## src/rtl/sobel_pkg.sv

```systemverilog
// Shared types and helpers for the SobelX frame sequencer.
package sobel_pkg;

  localparam int PIX_W = 8;

  typedef enum logic [1:0] {
    S_IDLE  = 2'd0,
    S_RUN   = 2'd1,
    S_DRAIN = 2'd2,
    S_DONE  = 2'd3
  } state_t;

  // Round a row width up to the next multiple of 4 bytes (BMP row stride).
  function automatic logic [16:0] stride_round(input logic [15:0] width);
    logic [16:0] sum;
    sum = {1'b0, width} + 17'd3;
    return {sum[16:2], 2'b00};
  endfunction

endpackage

```

## src/rtl/sobel_tok_pipe.sv

```systemverilog
// Token shift register that mirrors the SobelX pipeline: each stage carries
// {valid, pad} for the pixel currently occupying that filter stage.
module sobel_tok_pipe #(
  parameter int DEPTH = 1
) (
  input  logic clk,
  input  logic rst,
  input  logic en,
  input  logic in_valid,
  input  logic in_pad,
  output logic out_valid,
  output logic out_pad
);

  logic [DEPTH-1:0] vld_q, vld_d;
  logic [DEPTH-1:0] pad_q, pad_d;

  // Shift one stage per enabled cycle; hold otherwise.
  always_comb begin
    vld_d = vld_q;
    pad_d = pad_q;
    if (en) begin
      for (int i = DEPTH - 1; i > 0; i--) begin
        vld_d[i] = vld_q[i-1];
        pad_d[i] = pad_q[i-1];
      end
      vld_d[0] = in_valid;
      pad_d[0] = in_pad;
    end else begin
      vld_d = vld_q;
      pad_d = pad_q;
    end
  end

  // Token state register with synchronous clear.
  always_ff @(posedge clk) begin
    if (rst) begin
      vld_q <= '0;
      pad_q <= '0;
    end else begin
      vld_q <= vld_d;
      pad_q <= pad_d;
    end
  end

  assign out_valid = vld_q[DEPTH-1];
  assign out_pad   = pad_q[DEPTH-1];

endmodule

```

## src/rtl/sobel_frame_ctrl.sv

```systemverilog
// Frame sequencer: reads a padded 8bpp pixel array, streams it through
// SobelX and writes saturated results (pads forced to zero) to memory.
module sobel_frame_ctrl
  import sobel_pkg::*;
#(
  parameter int ADDR_W   = 21,
  parameter int DIM_W    = 12,
  parameter int PIPE_LAT = 1
) (
  input  logic              clk,
  input  logic              rst,
  input  logic              start,
  input  logic [ADDR_W-1:0] src_base,
  input  logic [ADDR_W-1:0] dst_base,
  input  logic [DIM_W-1:0]  img_width,
  input  logic [DIM_W-1:0]  img_height,
  output logic              rd_en,
  output logic [ADDR_W-1:0] rd_addr,
  input  logic [7:0]        rd_data,
  output logic              sx_en,
  output logic [31:0]       sx_data,
  input  logic [31:0]       sx_result,
  output logic              wr_en,
  output logic [ADDR_W-1:0] wr_addr,
  output logic [7:0]        wr_data,
  input  logic              wr_ready,
  output logic              busy,
  output logic              done
);

  localparam int CNT_W = 2 * DIM_W + 1;
  localparam int STR_W = DIM_W + 1;

  state_t             state_q, state_d;
  logic [ADDR_W-1:0]  src_q, src_d, dst_q, dst_d;
  logic [DIM_W-1:0]   width_q, width_d;
  logic [STR_W-1:0]   stride_q, stride_d, col_q, col_d;
  logic [CNT_W-1:0]   total_q, total_d;
  logic [CNT_W-1:0]   rd_cnt_q, rd_cnt_d, push_cnt_q, push_cnt_d, wr_cnt_q, wr_cnt_d;
  logic               inflight_q, inflight_d, pix_vld_q, pix_vld_d;
  logic [PIX_W-1:0]   pix_q, pix_d;

  logic               in_run_s, in_drain_s, avail_s, push_s;
  logic               rd_en_s, sx_en_s, wr_en_s;
  logic               tok_valid_s, tok_pad_s, pad_in_s;
  logic [PIX_W-1:0]   pix_s;
  logic [STR_W-1:0]   stride_s;
  logic [CNT_W-1:0]   total_s;

  assign in_run_s   = (state_q == S_RUN);
  assign in_drain_s = (state_q == S_DRAIN);
  // A pixel is available either parked in the skid or landing from the read issued last cycle.
  assign avail_s    = pix_vld_q | inflight_q;
  assign pix_s      = pix_vld_q ? pix_q : rd_data;
  assign pad_in_s   = (col_q >= {1'b0, width_q});
  assign stride_s   = STR_W'(stride_round(16'(img_width)));
  assign total_s    = CNT_W'(stride_s) * CNT_W'(img_height);

  // Strobes: push only when the tail token can leave, reads only when the skid has room.
  always_comb begin
    sx_en_s = 1'b0;
    rd_en_s = 1'b0;
    wr_en_s = 1'b0;
    if (rst) begin
      sx_en_s = 1'b0;
      rd_en_s = 1'b0;
      wr_en_s = 1'b0;
    end else begin
      if (in_run_s) begin
        sx_en_s = avail_s & (~tok_valid_s | wr_ready);
      end else if (in_drain_s) begin
        sx_en_s = ~tok_valid_s | wr_ready;
      end else begin
        sx_en_s = 1'b0;
      end
      rd_en_s = in_run_s & (rd_cnt_q < total_q) & (~avail_s | sx_en_s);
      wr_en_s = tok_valid_s & wr_ready;
    end
  end

  assign push_s = in_run_s & sx_en_s;

  sobel_tok_pipe #(.DEPTH(PIPE_LAT)) u_tok_pipe (
    .clk       (clk),
    .rst       (rst),
    .en        (sx_en_s),
    .in_valid  (push_s),
    .in_pad    (push_s & pad_in_s),
    .out_valid (tok_valid_s),
    .out_pad   (tok_pad_s)
  );

  // Next-state: FSM, counters, geometry capture and skid register.
  always_comb begin
    state_d    = state_q;
    src_d      = src_q;
    dst_d      = dst_q;
    width_d    = width_q;
    stride_d   = stride_q;
    total_d    = total_q;
    inflight_d = rd_en_s;
    rd_cnt_d   = rd_cnt_q + CNT_W'(rd_en_s);
    push_cnt_d = push_cnt_q + CNT_W'(push_s);
    wr_cnt_d   = wr_cnt_q + CNT_W'(wr_en_s);
    col_d      = col_q;
    pix_vld_d  = pix_vld_q;
    pix_d      = pix_q;

    if (push_s) begin
      col_d = (col_q + STR_W'(1) == stride_q) ? STR_W'(0) : col_q + STR_W'(1);
    end else begin
      col_d = col_q;
    end

    // Park landing read data only if it was not consumed directly.
    if (pix_vld_q && push_s) begin
      pix_vld_d = 1'b0;
    end else if (inflight_q && !pix_vld_q && !push_s) begin
      pix_vld_d = 1'b1;
      pix_d     = rd_data;
    end else begin
      pix_vld_d = pix_vld_q;
    end

    case (state_q)
      S_IDLE: begin
        if (start) begin
          src_d      = src_base;
          dst_d      = dst_base;
          width_d    = img_width;
          stride_d   = stride_s;
          total_d    = total_s;
          rd_cnt_d   = CNT_W'(0);
          push_cnt_d = CNT_W'(0);
          wr_cnt_d   = CNT_W'(0);
          col_d      = STR_W'(0);
          pix_vld_d  = 1'b0;
          if (img_width == DIM_W'(0) || img_height == DIM_W'(0)) begin
            state_d = S_DONE;
          end else begin
            state_d = S_RUN;
          end
        end else begin
          state_d = S_IDLE;
        end
      end
      S_RUN: begin
        if (push_s && (push_cnt_q == total_q - CNT_W'(1))) begin
          state_d = S_DRAIN;
        end else begin
          state_d = S_RUN;
        end
      end
      S_DRAIN: begin
        if (wr_en_s && (wr_cnt_q == total_q - CNT_W'(1))) begin
          state_d = S_DONE;
        end else begin
          state_d = S_DRAIN;
        end
      end
      S_DONE:  state_d = S_IDLE;
      default: state_d = S_IDLE;
    endcase
  end

  // State and datapath registers with synchronous reset.
  always_ff @(posedge clk) begin
    if (rst) begin
      state_q    <= S_IDLE;
      src_q      <= '0;
      dst_q      <= '0;
      width_q    <= '0;
      stride_q   <= '0;
      total_q    <= '0;
      rd_cnt_q   <= '0;
      push_cnt_q <= '0;
      wr_cnt_q   <= '0;
      col_q      <= '0;
      inflight_q <= 1'b0;
      pix_vld_q  <= 1'b0;
      pix_q      <= '0;
    end else begin
      state_q    <= state_d;
      src_q      <= src_d;
      dst_q      <= dst_d;
      width_q    <= width_d;
      stride_q   <= stride_d;
      total_q    <= total_d;
      rd_cnt_q   <= rd_cnt_d;
      push_cnt_q <= push_cnt_d;
      wr_cnt_q   <= wr_cnt_d;
      col_q      <= col_d;
      inflight_q <= inflight_d;
      pix_vld_q  <= pix_vld_d;
      pix_q      <= pix_d;
    end
  end

  assign rd_en   = rd_en_s;
  assign rd_addr = src_q + ADDR_W'(rd_cnt_q);
  assign sx_en   = sx_en_s;
  assign sx_data = (in_run_s && avail_s) ? {24'd0, pix_s} : 32'd0;
  assign wr_en   = wr_en_s;
  assign wr_addr = dst_q + ADDR_W'(wr_cnt_q);
  assign wr_data = (!tok_valid_s || tok_pad_s) ? 8'd0 :
                   ((sx_result > 32'd255) ? 8'd255 : sx_result[7:0]);
  assign busy    = in_run_s | in_drain_s;
  assign done    = (state_q == S_DONE);

endmodule

```

## config.mk

```make
export PLATFORM = sky130hd
export DESIGN_NAME = sobel_frame_ctrl
export DESIGN_NICKNAME = d
export VERILOG_FILES = /design/src/rtl/sobel_pkg.sv /design/src/rtl/sobel_tok_pipe.sv /design/src/rtl/sobel_frame_ctrl.sv
export SDC_FILE = /design/constraint.sdc
export NUM_CORES = 1
export LEC_CHECK = 0
export BUFFER_PORTS_ARGS = -buffer_cell sky130_fd_sc_hd__buf_2
export CORE_UTILIZATION = 60
export CTS_CLUSTER_DIAMETER = 100
export CTS_CLUSTER_SIZE = 20
export DETAILED_ROUTE_END_ITERATION = 16
export PLACE_DENSITY_LB_ADDON = 0.05
export SYNTH_ARGS = -nofsm -noshare
export SYNTH_HDL_FRONTEND = slang
export SYNTH_HIERARCHICAL = 1
export SYNTH_SLANG_ARGS = --single-unit
```

## constraint.sdc

```tcl
create_clock -name clk -period 15.65 [get_ports clk]
set_clock_uncertainty 0.05 [all_clocks]
set_input_delay 2.3475 -clock clk [delete_from_list [all_inputs] [get_ports clk]]
set_output_delay 2.3475 -clock clk [all_outputs]
set_load 0.1 [all_outputs]
```

==> results by group <==
Status
  – Outcome: complete, no violations

Floorplanning
  – Die W: 168 µm
  – Io pins: roughly 200
  – Die Span Y: 168 µm
  – Core Region: 0.0270 mm²
  – Initial core utilization: 61.2%
  – FP Rows: 60
  – DIE AREA: approximately 0.028 mm²

STA
  – Measured slew at the worst slew-check pin: 1090 ps
  – Final setup vio count: 0
  – Fmax: 111 MHz
  – Hold_ws: 409 ps
  – Pins over their slew limit: 0
  – Setup ws final: 6660 ps
  – Hold Fails Final Rpt: 0
  – Tcrit/Tclk final: 57.5%
  – Setup total negative slack: 0 ps
  – Tmin final: 8990 ps
  – Max_slew headroom: 26.9%
  – Unrepaired setup endpoints after global routing: no

Synthesis
  – Compound-cell area share of the yosys netlist: 12.0%
  – Seq/Total Area, Yosys: 23.1%
  – Top-count cell post-synth: nand2_1
  – Ys Warns: 6
  – Mux share of post-synthesis cell area: 0.667%
  – Post-synth ARST share: 0%
  – Biggest area consumer among synthesized cells: dfxtp_1
  – Post-Synth Simple-Gate Area: 24.0%
  – Area share of the largest cell type after synthesis: 23.1%
  – Xor/xnor share of the synthesized area: a little over a tenth
  – Ranking of synthesized cells by area: dfxtp_1, ha_1, fa_1
  – Largest family of logic cells by synthesized area: simple AND/OR/NAND/NOR gates
  – Synth Area in Adders: between 20% and 30%
  – Synthesized area per cell: between 7 and 8 µm²
  – Ys flop type: dfxtp_1
  – Post-Syn Instances: 2079
  – Post-synthesis cell area: 0.0165 mm²
  – Post-synth cell types: 69
  – Number of flops mapped to enable cells by yosys: 0
  – Post-synth top cells: nand2_1, dfxtp_1, inv_1
  – #FFs+latches synth: 190

Critical path
  – Cell family with most CP delay: adder cells
  – Crit path top cell by count: fa_1
  – Critical Path Fanout Max: 13
  – Max stage delay cell, worst path: xnor2_1
  – FF-to-FF Start: total_q[10]
  – CP Buf/Inv Count: 4
  – CP max stage delay: ~700 ps
  – Critical path startpoint: img_width[0]
  – Critical setup path kind: in -> reg
  – CP endpoint kind: flip-flop
  – R2r setup slk: 10550 ps
  – WP data required: about 16000 ps
  – Critical path startpoint category: input port
  – Worst endpoint data arrival time: around 9000 ps
  – R2r endpoint: rd_cnt_q[24]
  – Register-to-Register Path Depth: 20

Placement
  – IO Port Bufs: 172
  – GPL Wtd Cong: 0.943
  – # placed instances: 2499
  – Placed wire-length estimate: 30.9 mm
  – Setup slack at placement: 6210 ps
  – Area after DPL: 0.0174 mm²

Global routing
  – Vias in the first global route: 13700
  – Antenna violations before repair: 1
  – GRT Residual Overflow: 0
  – Global-route wire length before repair: ~67 mm
  – Largest net degree at the start of global routing: 60
  – GR Util All Layers: 29.1%

Final layout
  – Nets: 2526
  – Layout area overhead: 8.96%
  – Register area: about 0.0038 mm²
  – Fillers: 2376
  – Area of the multi-input gates: 0.0116 mm²
  – Share of cells above drive strength 1: 10.7%
  – Finished Cell Area: 0.0180 mm²
  – Post-Layout Cell Count: 2532
  – Final Util: 66.7%

CTS
  – Hold_buf cts: 0
  – CTS tree: done
  – Sink Count: 190
  – Post-CTS setup buffers: 0
  – Clk_lat worst skew: roughly 440 ps
  – Clk buf depth: 2
  – CTS H-Tree Depth: 4
  – Resized cells post-CTS: 0
  – Clk slew on worst S/H paths: 70 ps
  – CTS root buffer: clkbuf_16
  – Num CTS Buffers: 17

Detailed routing
  – DRT iter0 DRCs: 932
  – Routed Antenna Nets: 0
  – Routed len/inst: around 16 µm
  – Via Count: 14300
  – Post-route DRC: 0
  – Pre-Repair DR Iteration Count: 6
  – Total Wirelength: between 30 and 40 mm
  – DR vias/cell: 5.63

Worst hold path
  – Hold Path Sink: width_q[10]
  – Hold Crit Start: width_q[10]
  – Hold Crit Depth: 2
  – Hold WC Path Type: reg -> reg

Pwr
  – Max rail drop VDD: between 0.08 and 0.09 mV
  – Pwr dens: 132 mW/mm²
  – Leakage: 8.16 nW
  – Design Power: 2.37 mW

Flow run
  – Max-capacitance violation count: 0
final cells by class:
type | instances | share of cell area (%)
multi-input combinational | 1616 | 64.3
clock inverter | 15 | 1.04
tap | 341 | 2.37
inverter | 172 | 3.59
antenna | 1 | 0.0139
clock buffer | 17 | 2.37
sequential | 190 | 21.2
timing repair buffer | 180 | 5.14
cells in the final DEF (no fill, tap or decap), types with 5 or more instances in the layout:
cell,count
conb_1,24
o21bai_1,6
and4_1,8
a21o_1,12
o21ai_0,61
or3_1,21
nor3_2,5
nand3_1,69
nand2b_1,9
a31oi_1,8
dfxtp_1,190
o31ai_1,8
a21oi_1,140
buf_4,9
o21a_1,26
xnor2_1,122
nor2b_1,13
nor2_1,169
or4_1,5
ha_1,148
nor3_1,45
xor2_1,77
fa_1,91
clkbuf_16,17
mux2i_1,11
and2_1,81
inv_1,172
nand2_1,292
a211oi_1,10
buf_2,171
clkinv_8,5
nor4_1,21
o211ai_1,11
nand4_1,23
and3_1,35
layer usage:
layer	vias up	track usage, %	share of wire [%]
met1	6783	37.1	45
li1	7075	-	-
met5	-	0	0
met2	345	50.9	49
met4	0	9.53	2.4
met3	50	3.46	4.0
worst register-to-register path, cell delays in order, from the launching register on:
cell and delay [ps]:
dfxtp_1 520, inv_1 170, ha_1 340, a21o_1 180, a21o_1 160, a21o_1 160, a21o_1 160, a21oi_1 130
nor2_1 60, a2111oi_0 360, a21oi_1 150, o21ai_0 480, ha_1 320, ha_1 240, nand3_1 230, nor3_1 380
and4_1 270, nor2b_1 260, nand3_1 140, xor2_1 150, nor2_1 60
registers in the layout, indices dropped and copies added (netlist names), 2 cells and up:
register	count
stride_q	11
width_q	12
push_cnt_q	25
rd_cnt_q	25
wr_cnt_q	25
col_q	13
src_q	21
state_q	2
dst_q	21
total_q	23
pix_q	8
cell families (layout without fill, tap and decap cells):
group,count (synthesis),count (layout)
fa+ha+maj,239,239
mux,11,11
other cells,1,25
compound gates,323,323
xor+xnor,199,199
simple gates,820,820
flops,190,190
buf+inv,296,384
how the worst max path moves through the flow:
stage / end / cells after the start
after CTS: total_q[24] / 27
after global routing: total_q[24] / 27
after global placement: total_q[24] / 27
final: total_q[24] / 27
after detailed placement: total_q[24] / 27
after floorplan: total_q[24] / 27
power breakdown:
group / internal (mW) / switching, mW / leakage, nW / total (mW)
Combinational: 0.529 / 0.821 / 6.31 / 1.35
Sequential: 0.522 / 0.0571 / 1.54 / 0.579
Clock: 0.219 / 0.227 / 0.297 / 0.446
(Power assumes the default switching activity.)
